--- src/rtl/riscv_pkg.sv ---
// Shared RV32I encoding constants, request encodings and loader FSM states.
// Used by both the instruction encoder/loader and the main decoder.
package riscv_pkg;

   localparam logic [6:0] OP_LOAD   = 7'b0000011;
   localparam logic [6:0] OP_STORE  = 7'b0100011;
   localparam logic [6:0] OP_RTYPE  = 7'b0110011;
   localparam logic [6:0] OP_BRANCH = 7'b1100011;

   localparam logic [2:0] F3_LW      = 3'b010;
   localparam logic [2:0] F3_SW      = 3'b010;
   localparam logic [2:0] F3_BEQ     = 3'b000;
   localparam logic [2:0] F3_ADD_SUB = 3'b000;
   localparam logic [2:0] F3_SLT     = 3'b010;
   localparam logic [2:0] F3_OR      = 3'b110;
   localparam logic [2:0] F3_AND     = 3'b111;

   localparam logic [6:0] F7_BASE = 7'b0000000;
   localparam logic [6:0] F7_SUB  = 7'b0100000;

   typedef enum logic [1:0] {
      CLS_LW    = 2'b00,
      CLS_SW    = 2'b01,
      CLS_RTYPE = 2'b10,
      CLS_BEQ   = 2'b11
   } instr_class_e;

   typedef enum logic [2:0] {
      ALU_ADD = 3'b000,
      ALU_SUB = 3'b001,
      ALU_AND = 3'b010,
      ALU_OR  = 3'b011,
      ALU_SLT = 3'b101
   } alu_op_e;

   typedef enum logic [1:0] {
      ST_IDLE,
      ST_LOAD,
      ST_DRAIN,
      ST_DONE
   } load_state_e;

endpackage

--- src/rtl/instr_encoder.sv ---
// Combinational packer: request fields -> RV32I machine word plus illegal flag.
module instr_encoder
   import riscv_pkg::*;
(
   input  logic [1:0]  cls,
   input  logic [2:0]  alu,
   input  logic [4:0]  rd,
   input  logic [4:0]  rs1,
   input  logic [4:0]  rs2,
   input  logic [12:0] imm,
   output logic [31:0] word,
   output logic        illegal
);

   logic [2:0] funct3;
   logic [6:0] funct7;

   always_comb begin
      word    = '0;
      illegal = 1'b0;
      funct3  = F3_ADD_SUB;
      funct7  = F7_BASE;
      case (cls)
         CLS_LW: word = {imm[11:0], rs1, F3_LW, rd, OP_LOAD};
         CLS_SW: word = {imm[11:5], rs2, rs1, F3_SW, imm[4:0], OP_STORE};
         CLS_RTYPE: begin
            // Reserved ALU codes fall back to ADD and are flagged.
            case (alu)
               ALU_ADD: funct3 = F3_ADD_SUB;
               ALU_SUB: funct7 = F7_SUB;
               ALU_AND: funct3 = F3_AND;
               ALU_OR:  funct3 = F3_OR;
               ALU_SLT: funct3 = F3_SLT;
               default: illegal = 1'b1;
            endcase
            word = {funct7, rs2, rs1, funct3, rd, OP_RTYPE};
         end
         CLS_BEQ: begin
            word    = {imm[12], imm[10:5], rs2, rs1, F3_BEQ, imm[4:1], imm[11], OP_BRANCH};
            illegal = imm[0];
         end
         default: word = '0;
      endcase
   end

endmodule

--- src/rtl/instr_encoder_loader.sv ---
// Boot loader: encodes host requests and streams them into imem at sequential
// word addresses, holding the core in reset until the session completes.
module instr_encoder_loader
   import riscv_pkg::*;
#(
   parameter int unsigned DEPTH_WORDS = 64,
   parameter logic [31:0] BASE_ADDR   = 32'h0000_0000
) (
   input  logic                           clk,
   input  logic                           rst,
   input  logic                           start,
   input  logic                           in_valid,
   output logic                           in_ready,
   input  logic [1:0]                     in_class,
   input  logic [2:0]                     in_alu,
   input  logic [4:0]                     in_rd,
   input  logic [4:0]                     in_rs1,
   input  logic [4:0]                     in_rs2,
   input  logic [12:0]                    in_imm,
   input  logic                           in_last,
   output logic                           imem_we,
   output logic [31:0]                    imem_addr,
   output logic [31:0]                    imem_wdata,
   output logic                           cpu_rst,
   output logic                           busy,
   output logic                           done,
   output logic [$clog2(DEPTH_WORDS):0]   count,
   output logic                           err_overflow,
   output logic                           err_illegal
);

   localparam int unsigned CW = $clog2(DEPTH_WORDS) + 1;
   localparam logic [CW-1:0] DEPTH_CNT = CW'(DEPTH_WORDS);

   load_state_e state, state_next;

   logic [31:0] enc_word;
   logic        enc_illegal;
   logic        accept;
   logic        overflow;
   logic        session_start;

   instr_encoder u_encoder (
      .cls     (in_class),
      .alu     (in_alu),
      .rd      (in_rd),
      .rs1     (in_rs1),
      .rs2     (in_rs2),
      .imm     (in_imm),
      .word    (enc_word),
      .illegal (enc_illegal)
   );

   assign accept        = in_valid && in_ready;
   assign overflow      = (state == ST_LOAD) && in_valid && (count == DEPTH_CNT);
   assign session_start = start && ((state == ST_IDLE) || (state == ST_DONE));

   always_ff @(posedge clk or posedge rst) begin
      if (rst) state <= ST_IDLE;
      else     state <= state_next;
   end

   always_comb begin
      state_next = state;
      case (state)
         ST_IDLE:  if (start) state_next = ST_LOAD;
         ST_LOAD:  if ((accept && in_last) || overflow) state_next = ST_DRAIN;
         ST_DRAIN: state_next = ST_DONE;
         ST_DONE:  if (start) state_next = ST_LOAD;
         default:  state_next = ST_IDLE;
      endcase
   end

   always_comb begin
      in_ready = (state == ST_LOAD) && (count < DEPTH_CNT);
      busy     = (state == ST_LOAD) || (state == ST_DRAIN);
      done     = (state == ST_DONE);
      cpu_rst  = (state != ST_DONE);
   end

   // count tracks accepted words so in_ready never lets one past the limit
   // while the matching write is still in flight.
   always_ff @(posedge clk or posedge rst) begin
      if (rst) begin
         imem_we      <= 1'b0;
         imem_addr    <= BASE_ADDR;
         imem_wdata   <= '0;
         count        <= '0;
         err_overflow <= 1'b0;
         err_illegal  <= 1'b0;
      end else begin
         imem_we <= accept;
         if (accept) imem_wdata <= enc_word;
         if (session_start) begin
            imem_addr    <= BASE_ADDR;
            count        <= '0;
            err_overflow <= 1'b0;
            err_illegal  <= 1'b0;
         end else begin
            if (imem_we)               imem_addr    <= imem_addr + 32'd4;
            if (accept)                count        <= count + CW'(1);
            if (overflow)              err_overflow <= 1'b1;
            if (accept && enc_illegal) err_illegal  <= 1'b1;
         end
      end
   end

endmodule

--- config.mk ---
export PLATFORM = sky130hd
export DESIGN_NAME = instr_encoder_loader
export DESIGN_NICKNAME = d
export VERILOG_FILES = /design/src/rtl/riscv_pkg.sv /design/src/rtl/instr_encoder.sv /design/src/rtl/instr_encoder_loader.sv
export SDC_FILE = /design/constraint.sdc
export NUM_CORES = 1
export LEC_CHECK = 0
export ABC_AREA = 1
export CORE_UTILIZATION = 46
export DETAILED_ROUTE_END_ITERATION = 10
export PLACE_DENSITY = 0.85
export SETUP_SLACK_MARGIN = 0.4
export SLEW_MARGIN = 15
export SYNTH_ARGS = -nofsm -noshare
export SYNTH_HDL_FRONTEND = slang
export SYNTH_SLANG_ARGS = --single-unit
export TNS_END_PERCENT = 100
--- constraint.sdc ---
create_clock -name clk -period 3.8 [get_ports clk]
set_input_delay 0.76 -clock clk [delete_from_list [all_inputs] [get_ports clk]]
set_output_delay 0.76 -clock clk [all_outputs]
set_load 0.02 [all_outputs]
; After elaboration in Yosys (flattened, before gate mapping)
; Cells that the tools add are included.
[totals]
reg_bits = 76
in_bits = 38
out_inout_bits = 78
elab_cells = 60
[classes]
addsub = 2
order_cmp = 1
n_eq_ne = 14
muxes = 16
n_reduce_logical = 20
[ops]
columns = op, count
row1 = $pmux 32 s4, 1
row2 = $mux 32, 2
row3 = $add 32x3->32 const B, 1
row4 = $mux 7, 2
row5 = $pmux 3 s3, 1
row6 = $eq 2x2->1 const B, 4
row7 = $reduce_bool 2->1, 4
row8 = $add 7x1->7 const B, 1
row9 = $eq 7x7->1 const B, 1
row10 = $logic_and 1x1->1, 7
row11 = $lt 7x7->1 const B, 1
row12 = $eq 3x2->1 const B, 2
row13 = $mux 6, 1
row14 = $pmux 2 s3, 1
row15 = $mux 1, 5
row16 = $reduce_or 5->1, 1
row17 = $eq 2x1->1 const B, 2
row18 = $logic_not 2->1, 2
row19 = $mux 2, 2
row20 = $ne 2x2->1 const B, 2
row21 = $eq 3x1->1 const B, 1
row22 = $eq 3x3->1 const B, 1
row23 = $logic_not 3->1, 1
row24 = $logic_or 1x1->1, 3
row25 = 4 further kinds, 4

; Depth between registers and ports, before layout
; Gate-level depths: netlist of the first run.
[depth]
word_depth = 7
depth_mapped = 11
mapped_depth_nobuf = 10

; Hierarchy
; A second synthesis of the first run with hierarchy kept.
[unflattened]
cells_unflattened = 552
hier_area_um2 = 4018.9
[modules_own_cells]
columns = mod, n_inst, cells_per_inst, area_per_inst_um2, seq_area_each_um2
row1 = instr_encoder_loader, 1, 467, 3617.2, 1851.8
row2 = instr_encoder, 1, 85, 401.6, 0.0

; Worst setup path after synthesis of the first run
; Ideal clock, no wire load.
[synth_path]
kind = register to output
start = register state[1]
end = output in_ready
t_arrival_ps = 932
required_ps = 3040
path_slack_ps = 2108
path_stages_with_launch = 5
path_buffers = 0
path_cell_list = dfrtp_1 -> inv_1 -> ha_1 -> inv_1 -> nor2_1
[synth_via]
elab_chain_cells = 2
[synth_lines]
columns = element, line
row1 = from (decl), instr_encoder_loader.sv:35  ; load_state_e state, state_next;
row2 = from (signal assigned), instr_encoder_loader.sv:60  ; else state <= state_next;
row3 = $eq 2x1->1, instr_encoder_loader.sv:75  ; in_ready = (state == ST_LOAD) && (count < DEPTH_CNT);
row4 = $logic_and 1x1->1, instr_encoder_loader.sv:75
row5 = to (decl), instr_encoder_loader.sv:13  ; output logic in_ready,
; Every way passes these cells.

; Final worst setup path of the first run
[layout_path]
start = register state[0]
end = output busy
[layout_via]
elab_chain_cells = 2
elab_cells_between_ends = 3
classes_between = 2 x eq/ne / 1 x reduce/logical
[layout_lines]
columns = element, line
row1 = $eq 2x1->1 or $eq 2x2->1 (tied branches), instr_encoder_loader.sv:76  ; busy = (state == ST_LOAD) || (state == ST_DRAIN);
row2 = $logic_or 1x1->1 *, instr_encoder_loader.sv:76
row3 = to (decl), instr_encoder_loader.sv:25  ; output logic busy,
; Every way passes the cells marked *; elsewhere a longest branch is shown, timed or not.

==> results of run 1 <==
[cell type report]
type	instances	area [sq um]	share of cell area [%]
repair buffers	114	1130	22.2
clock inverters	5	80.1	1.57
well taps	102	128	2.50
clock buffers	11	151	2.97
multi-input cells	346	1650	32.3
inverters	50	188	3.68
flip-flops and latches	71	1780	34.8
[cell usage in the layout (no fill, tap or decap), types with 5 or more instances in the layout]
cell type | netlist | layout
a21oi_1 | 22 | 22
clkbuf_8 | 0 | 11
nand3_1 | 38 | 38
nand2_1 | 124 | 124
nand2_2 | 5 | 5
nor3_1 | 9 | 9
dfrtp_1 | 71 | 71
inv_1 | 48 | 47
nor2_2 | 7 | 7
clkdlybuf4s50_1 | 0 | 111
nand4_1 | 8 | 8
o21ai_0 | 29 | 29
nor2_1 | 69 | 69
ha_1 | 5 | 5
[how the worst min path moves through the flow]
stage / to / slack (ps) / cells after the start
3_3_place_gp: imem_wdata[25]$_DFFE_PP0P_ / 460 / 2
2_1_floorplan: state[1]$_DFFE_PP0P_ / 470 / 2
5_1_grt: imem_wdata[16]$_DFFE_PP0P_ / 520 / 2
4_1_cts: imem_wdata[18]$_DFFE_PP0P_ / 490 / 2
6_report: imem_wdata[17]$_DFFE_PP0P_ / 490 / 2
3_5_place_dp: imem_wdata[28]$_DFFE_PP0P_ / 470 / 2
[sequential cells by signal (all words and copies together), names as in the netlist]
signal / cells
count: 7
err_overflow: 1
err_illegal: 1
imem_addr: 30
state: 2
imem_we: 1
imem_wdata: 29
[per-stage QoR]
step                      cells  power [mW]  setup slack (ps)  cell area, sq um  hold slack (ps)
final                       699        2.98              1260              5100              492
after global placement      683        2.26              1330              4870              462
after floorplan             484        1.79              1240              3720              467
after global routing        699        3.17              1190              5100              523
after CTS                   699        3.00              1230              5100              495
after detailed placement    683        2.30              1280              4870              472
[worst max-delay path, delay by kind of cell, from the launching register on]
| kind | cells | cell delay [ps] |
|---|---|---|
| buffers and inverters | 2 | 690 |
| adder cells (fa/ha/maj) | 1 | 340 |
| flip-flops | 1 | 410 |
[routing by layer]
layer / track usage (%) / share of wire, %
met5: 0 / 0
met3: 6.14 / 7.7
met1: 28.8 / 41
met2: 41.5 / 50
met4: 9.38 / 1.4
[cell families (layout without fill, tap and decap cells)]
kind of cell,count (synthesis),after routing
simple gates,273,273
flops,71,71
buf+inv,67,180
compound gates,62,62
fa+ha+maj,5,5
xor+xnor,2,2
other cells,1,4
[power by group through the flow]
stage | clock network [mW] | registers, mW | logic, mW
3_5_place_dp | 0 | 1.05 | 1.25
3_3_place_gp | 0 | 1.05 | 1.22
4_1_cts | 0.703 | 1.05 | 1.25
6_report | 0.691 | 1.05 | 1.24
5_1_grt | 0.738 | 1.07 | 1.36
2_1_floorplan | 0 | 1.23 | 0.555
==> results.cfg, run 1 <==
[yosys]
synth-edff-count = 0
yosys-top-cells-area = dfrtp_1 48%, nand2_1 13%, nor2_1 7.0%, nand3_1 5.1%, inv_1 4.9%
synth-seq-cells = 71
synth.most_common_cell = nand2_1
synth_top_family_by_area = simple AND/OR/NAND/NOR gates
yosys.area.top_type = dfrtp_1
async_reset_ff_share_pct = 100
synthCells = 481
synth_common_cells = 124 x nand2_1, 71 x dfrtp_1, 69 x nor2_1
synthXorXnorAreaFrac_pct = 0.472
synth_mux_area_share_pct = 0
netlist_area_sq_um = 3710
synth-seq-area-share_pct = 47.9
synth_top_area_share_pct = 47.9
synth_compound_area_share_pct = 9.10
yosysWarnings = 0
synth-simple-area-share_pct = 32.7
syn_avg_cell_area_sq_um = 7.72
synth-adder-area-share_pct = 1.69
synthDistinctLibCells = 34
synth_flop_cell = dfrtp_1

[die]
dieArea_sq_um = 8430
coreArea_sq_um = 7770
fp-row-count = 32
die_x_microns = 91.8
initial_core_util_pct = 47.8
fp.dieH_microns = 91.8
num_io_pins = 116

[power_and_ir_drop]
p_leak_nw = 2.34
irDropWorstVdd_v = 0.000528
power_frac_clock_pct = 23.2
seq_power_share_pct = 35.1
switching_power_mw = 1.13
power_frac_comb_pct = 41.7
power_density_nw_per_um2 = 584
switching_share_pct = 37.8
internal_power_mw = 1.86

[drt]
initialDrtViolationCount = 177
drc = 0
ant_nets = 0
routedWlPerCell_microns = 13.4
routed-via-count = 3604
vias_per_cell = 5.16
drtPass1Iterations = 5
wl_microns = 9380

[clock_tree]
cts_buffers = 9
hold_buffers = 0
cts_tree = built
clkSlewWorstSetupHoldPaths_ps = 70
cts_buffer_depth = 2
numClockSinks = 71
cts_resized = 0
post-cts-setup-buffer-count = 0
clock_latency_ps = 350
cts_root_buf = clkbuf_8
htreeDepth = 3

[min_path]
min_path_type = flip-flop to flip-flop
min-delay-start = imem_wdata[17]$_DFFE_PP0P_

[worst_setup_path]
crit_end = busy
crit_path_start = state[0]$_DFFE_PP0P_
endpoint_kind = primary output
worstRegToRegCells = 9
arrival_ps = 1780
required_ps = 3040
crit_type = flip-flop to primary output
crit_chain = ha_1 -> inv_1 -> clkdlybuf4s50_1
r2r_slack_ps = 1890
path_max_fanout = 3
start_kind = flip-flop
slowest_stage = clkdlybuf4s50_1
timing.rr.start = state[1]$_DFFE_PP0P_
r2r-end = state[0]$_DFFE_PP0P_
slowest_delay_ps = 600

[sta]
worst_pin_slew_ps = 887
setup_violations = 0
fmax_ghz = 0.394
slew_viol_final = 0
clock_skew_ps = 11.1
setup_tns_ps = 0
rsz0062_at_grt = no
post-route-period-util_pct = 66.8
fin_crit_ps = 2540
hold_viol = 0
slew_headroom_pct = 40.9

[job]
drv_cap = 0

[status]
status = finished clean

[place]
gp_congestion = 0.863
portBuffers = 111
dpl.hpwl_microns = 6790

[grt]
grt_pass1_vias = 3517
grt-ovfl-total = 0
grt_max_degree = 72
grt_util_all_layers_pct = 24.1
antenna_found_initial = 0
grt_first_pass_wirelength_microns = 16100

[finish]
fin_util_pct = 65.7
area_growth_pct = 37.6
num_antenna_cells = 0
layout-drive-gt1-share_pct = 7.37
nFillCells = 648
final_nets = 635
Note: power is estimated with default switching activity, not from simulation.
==> run 2: changes to the inputs <==
- CORE_UTILIZATION: 46 -> 42
- PLACE_DENSITY: 0.85 -> 0.82
- clock period: 3.8 -> 2.2 ns (I/O delays scaled with it)
==> run 2 against run 1 <==
  * Clock skew fell by 3.3 ps
  * Combinational power rose by 73%
  * Worst setup slack got worse by 810 ps
  * Total power rose by 67%
  * Sequential share of layout area fell by 0.14 points
  * Global-route usage fell by 1.7 points
  * Largest cell class unchanged
  * Highest routed layer unchanged
==> results.cfg, run 2 (synthesis gave the netlist of run 1 again) <==
[status]
status = finished clean

[worst_setup_path]
slowest_stage = clkdlybuf4s50_1
path_max_fanout = 2
path_delay_family = buffers and inverters
crit_type = flip-flop to primary output
endpoint_kind = primary output
slowest_delay_ps = 610
arrival_ps = 1310
start_kind = flip-flop
crit_chain = clkdlybuf4s50_1
crit_buf_inv = 1
required_ps = 1760

[grt]
grt_first_pass_wirelength_microns = 15800
grt_pass1_vias = 3406
grt_util_all_layers_pct = 22.4
grt_max_degree = 72
grt-ovfl-total = 0
antenna_found_initial = 0

[place]
dpl.hpwl_microns = 6930
place_area_sq_um = 4910
portBuffers = 111
gp_congestion = 0.857
place_inst = 688
pre_cts_ws_ps = 273

[drt]
vias_per_cell = 5.15
ant_nets = 0
routed-via-count = 3629
drc = 0
wl_microns = 9660
initialDrtViolationCount = 233
drtPass1Iterations = 4
routedWlPerCell_microns = 13.7

[finish]
area_growth_pct = 38.2
largest_reg_flops = 30
mostFrequentLayoutCells = 124 x nand2_1, 70 x dfrtp_1, 69 x nor2_1
fin_util_pct = 61.2
seqCellArea_sq_um = 1780
largest_registers = imem_addr x30, imem_wdata x29, count x7
layout-drive-gt1-share_pct = 8.83
instances_no_fill = 705
final_area_sq_um = 5130
layout_commonest_cell = nand2_1
multi_input_area_sq_um = 1670
nFillCells = 737
final_nets = 638
num_antenna_cells = 0
largest-register = imem_addr

[die]
fp.dieH_microns = 96
fp-row-count = 33
num_io_pins = 116
dieArea_sq_um = 9220
coreArea_sq_um = 8380
die_x_microns = 96
initial_core_util_pct = 44.3

[clock_tree]
cts_root_buf = clkbuf_8
cts_buffers = 9
cts_buffer_depth = 2
cts_tree = built
clkSlewWorstSetupHoldPaths_ps = 80
numClockSinks = 71
hold_buffers = 0
htreeDepth = 3
clock_latency_ps = 340

[sta]
slew_viol_final = 0
clock_skew_ps = 7.81
setup_violations = 0
post-route-period-util_pct = 79.5
finalWorstSetupSlack_ps = 450
rsz0062_at_grt = no
hold_viol = 0
setup_tns_ps = 0
fin_hold_ws_ps = 482
fmax_ghz = 0.571
fin_crit_ps = 1750

[power_and_ir_drop]
irDropWorstVdd_v = 0.000647
total_power_mw = 4.98
power_density_nw_per_um2 = 970
p_leak_nw = 2.79

[job]
drv_cap = 0

[min_path]
min_path_type = flip-flop to flip-flop
run 2: changes by cell type in the layout (fill, tap and decap cells not counted), moves of 2 or more:
| cell | before | now |
|---|---|---|
| inv_1 | 47 | 45 |
| dlymetal6s2s_1 | 0 | 21 |
| clkinv_2 | 1 | 3 |
| clkdlybuf4s50_1 | 111 | 46 |
| dlygate4sd2_1 | 0 | 40 |
| clkbuf_8 | 11 | 9 |
| clkbuf_2 | 0 | 2 |
run 2: tightest hold or removal path, stage by stage (launching register included):
cell and delay, ps:
dfrtp_1 350, nand2_1 50, nand2_1 50
run 2: where the power goes:
group,internal [mW],switching [mW]
Sequential,1.60,0.212
Combinational,0.874,1.28
Clock,0.520,0.491
Total,3.00,1.98
run 2: timing repair:
action	in CTS	in global routing
pin swaps	0	2
resized for setup	50	32
setup endpoints to repair	45	32
buffers inserted	0	1
run 2: layer usage:
layer | global-route usage (%) | up-vias | wire length, microns
met3 | 7.50 | 17 | 826
met5 | 0 | - | 0
met2 | 35.8 | 149 | 4560
met4 | 6.97 | 0 | 142
li1 | - | 1766 | -
met1 | 28.7 | 1697 | 4130
run 2: path summary, 6_finish.rpt:
path                                             from                         end  slack [ps]  cells after the start
max in group asynchronous                         rst        state[0]$_DFFE_PP0P_        1330                      3
max reg2reg                      state[0]$_DFFE_PP0P_    imem_addr[4]$_DFFE_PP0N_         540                      5
min reg2reg                imem_wdata[17]$_DFFE_PP0P_  imem_wdata[17]$_DFFE_PP0P_         480                      2
min in group asynchronous                         rst   imem_addr[16]$_DFFE_PP0N_         530                      3
max                        imem_wdata[24]$_DFFE_PP0P_              imem_wdata[24]         450                      1
min                        imem_wdata[17]$_DFFE_PP0P_  imem_wdata[17]$_DFFE_PP0P_         480                      2
run 2: cell type report:
type | count | share of cell area [%]
Clock buffer | 10 | 2.49
Clock inverter | 6 | 1.20
Inverter | 50 | 3.73
Multi-Input combinational cell | 346 | 32.5
Sequential cell | 71 | 34.7
Tap cell | 105 | 2.56
Timing Repair Buffer | 117 | 22.8
==> run 3: changes to the inputs <==
- clock period: 2.2 -> 1.6 ns (I/O delays scaled with it)
==> run 3 against run 2 <==
  * The run now ends with setup timing left
  * Sequential share of layout area fell by 8.6 points
  * Utilization up 21 points
  * Worst setup slack got worse by 560 ps
  * Highest routed layer unchanged
  * Critical path type is now flip-flop to flip-flop
==> results.cfg, run 3 (synthesis gave the netlist of run 1 again) <==
[power_and_ir_drop]
p_leak_nw = 3.30
power_density_nw_per_um2 = 1480
irDropWorstVdd_v = 0.00156
total_power_mw = 10.2

[grt]
grt_util_all_layers_pct = 29.1
grt_max_degree = 72
grt-ovfl-total = 0
grt_first_pass_wirelength_microns = 20200
grt_pass1_vias = 4312
antenna_found_initial = 0

[finish]
largest_registers = imem_addr x30, imem_wdata x29, count x7
layout_commonest_cell = nand2_1
final_nets = 739
layout-drive-gt1-share_pct = 47.2
nFillCells = 437
largest-register = imem_addr
largest_reg_flops = 30
mostFrequentLayoutCells = 88 x nand2_1, 86 x buf_6, 75 x buf_4
num_antenna_cells = 0
area_growth_pct = 85.3

[drt]
wl_microns = 14400
vias_per_cell = 5.50
drtPass1Iterations = 8
initialDrtViolationCount = 267
drc = 0
routed-via-count = 4431
routedWlPerCell_microns = 17.9
ant_nets = 0

[clock_tree]
cts_root_buf = clkbuf_8
hold_buffers = 0
htreeDepth = 3
cts_buffer_depth = 2
cts_buffers = 9
numClockSinks = 71
clkSlewWorstSetupHoldPaths_ps = 80
cts_tree = built
clock_latency_ps = 360

[worst_setup_path]
critPathMostFrequentCell = nand2_8
start_kind = flip-flop
slowest_delay_ps = 390
path_delay_family = simple AND/OR/NAND/NOR gates
timing.rr.start = state[1]$_DFFE_PP0P_
required_ps = 1840
crit_buf_inv = 2
arrival_ps = 1950
r2r-end = imem_addr[19]$_DFFE_PP0N_
path_max_fanout = 5
r2r_slack_ps = -110
crit_chain = inv_2 -> ha_4 -> buf_6 -> nand2_8 -> nand2_8 -> nand3_4 -> nor2_4 -> nand3_1 -> nand2_1 -> nor2_1
slowest_stage = dfrtp_1
endpoint_kind = flip-flop
worstRegToRegCells = 10
crit_type = flip-flop to flip-flop

[place]
gp_congestion = 0.897
dpl.hpwl_microns = 7360
portBuffers = 111
pre_cts_ws_ps = -139

[die]
coreArea_sq_um = 8380
num_io_pins = 116
fp.dieH_microns = 96
fp-row-count = 33
die_x_microns = 96
dieArea_sq_um = 9220
initial_core_util_pct = 44.3

[sta]
fmax_ghz = 0.586
hold_viol = 0
setup_violations = 6
clock_skew_ps = 15.0
fin_hold_ws_ps = 414
finalWorstSetupSlack_ps = -107
slew_viol_final = 0
fin_crit_ps = 1710
rsz0062_at_grt = yes
post-route-period-util_pct = 107

[min_path]
min_path_type = primary input to asynchronous set/reset pin

[job]
drv_cap = 0

[status]
status = finished with violations
violations = setup timing
-- run 3: cell count changes in the layout (fill, tap and decap cells not counted), sizes merged, moves of 2 or more --
cell	change
buf	+172
dlymetal6s2s	-21
dlygate4sd2	-40
clkdlybuf4s50	-9
inv	-2
bufinv	+2
-- run 3: worst reg2reg max path, stage by stage (launching register included) --
cell     delay [ps]
dfrtp_1         390
inv_2            60
ha_4            270
buf_6           110
nand2_8          70
nand2_8         110
nand3_4         120
nor2_4          200
nand3_1         130
nand2_1         110
nor2_1           50
-- run 3: timing repair --
action	CTS	global route
cloned	7	1
pin swaps	27	27
buffers inserted	44	29
setup endpoints to repair	145	145
gates resized for setup	576	42
-- run 3: worst max path at each step --
stage                         startpoint                         to  cells past startpoint
detailed placement                 start  imem_addr[17]$_DFFE_PP0N_                      9
global placement                   start  imem_addr[17]$_DFFE_PP0N_                      9
finish              state[1]$_DFFE_PP0P_  imem_addr[19]$_DFFE_PP0N_                     10
CTS                 state[1]$_DFFE_PP0P_                       busy                      4
global route        state[1]$_DFFE_PP0P_  imem_addr[19]$_DFFE_PP0N_                     10
floorplan           state[0]$_DFFE_PP0P_  imem_addr[19]$_DFFE_PP0N_                      9
-- run 3: cell type report --
type	instances	area, sq um	share of cell area, %
clock buffer	10	138	2.00
clock inverter	6	108	1.56
sequential	71	1790	26.1
multi-input combinational	347	2170	31.6
inverter	50	208	3.02
tap	105	131	1.91
timing repair buffer	217	2320	33.8
-- run 3: where the power goes --
| part | internal (mW) | total (mW) | switching (mW) |
|---|---|---|---|
| logic | 2.96 | 5.78 | 2.82 |
| clock network | 1.07 | 1.81 | 0.739 |
| registers | 2.21 | 2.62 | 0.407 |
| total | 6.24 | 10.2 | 3.96 |
-- run 3: per-layer routing --
layer / routed length, microns / track usage [%]
met3: 938 / 7.11
met2: 7590 / 51.9
met5: 0 / 0
met1: 5290 / 32.5
met4: 610 / 13.2
-- run 3: stage by stage --
step / cell area [sq um] / setup TNS [ps] / std cells / utilization [%]
2_1_floorplan: 3860 / 0 / 484 / -
3_3_place_gp: 5190 / -681 / 709 / 62.0
3_5_place_dp: 5190 / -1750 / 709 / 62.0
4_1_cts: 6470 / 0 / 776 / 77.3
5_1_grt: 6880 / -1640 / 806 / 82.1
6_report: 6880 / -231 / 806 / 82.1
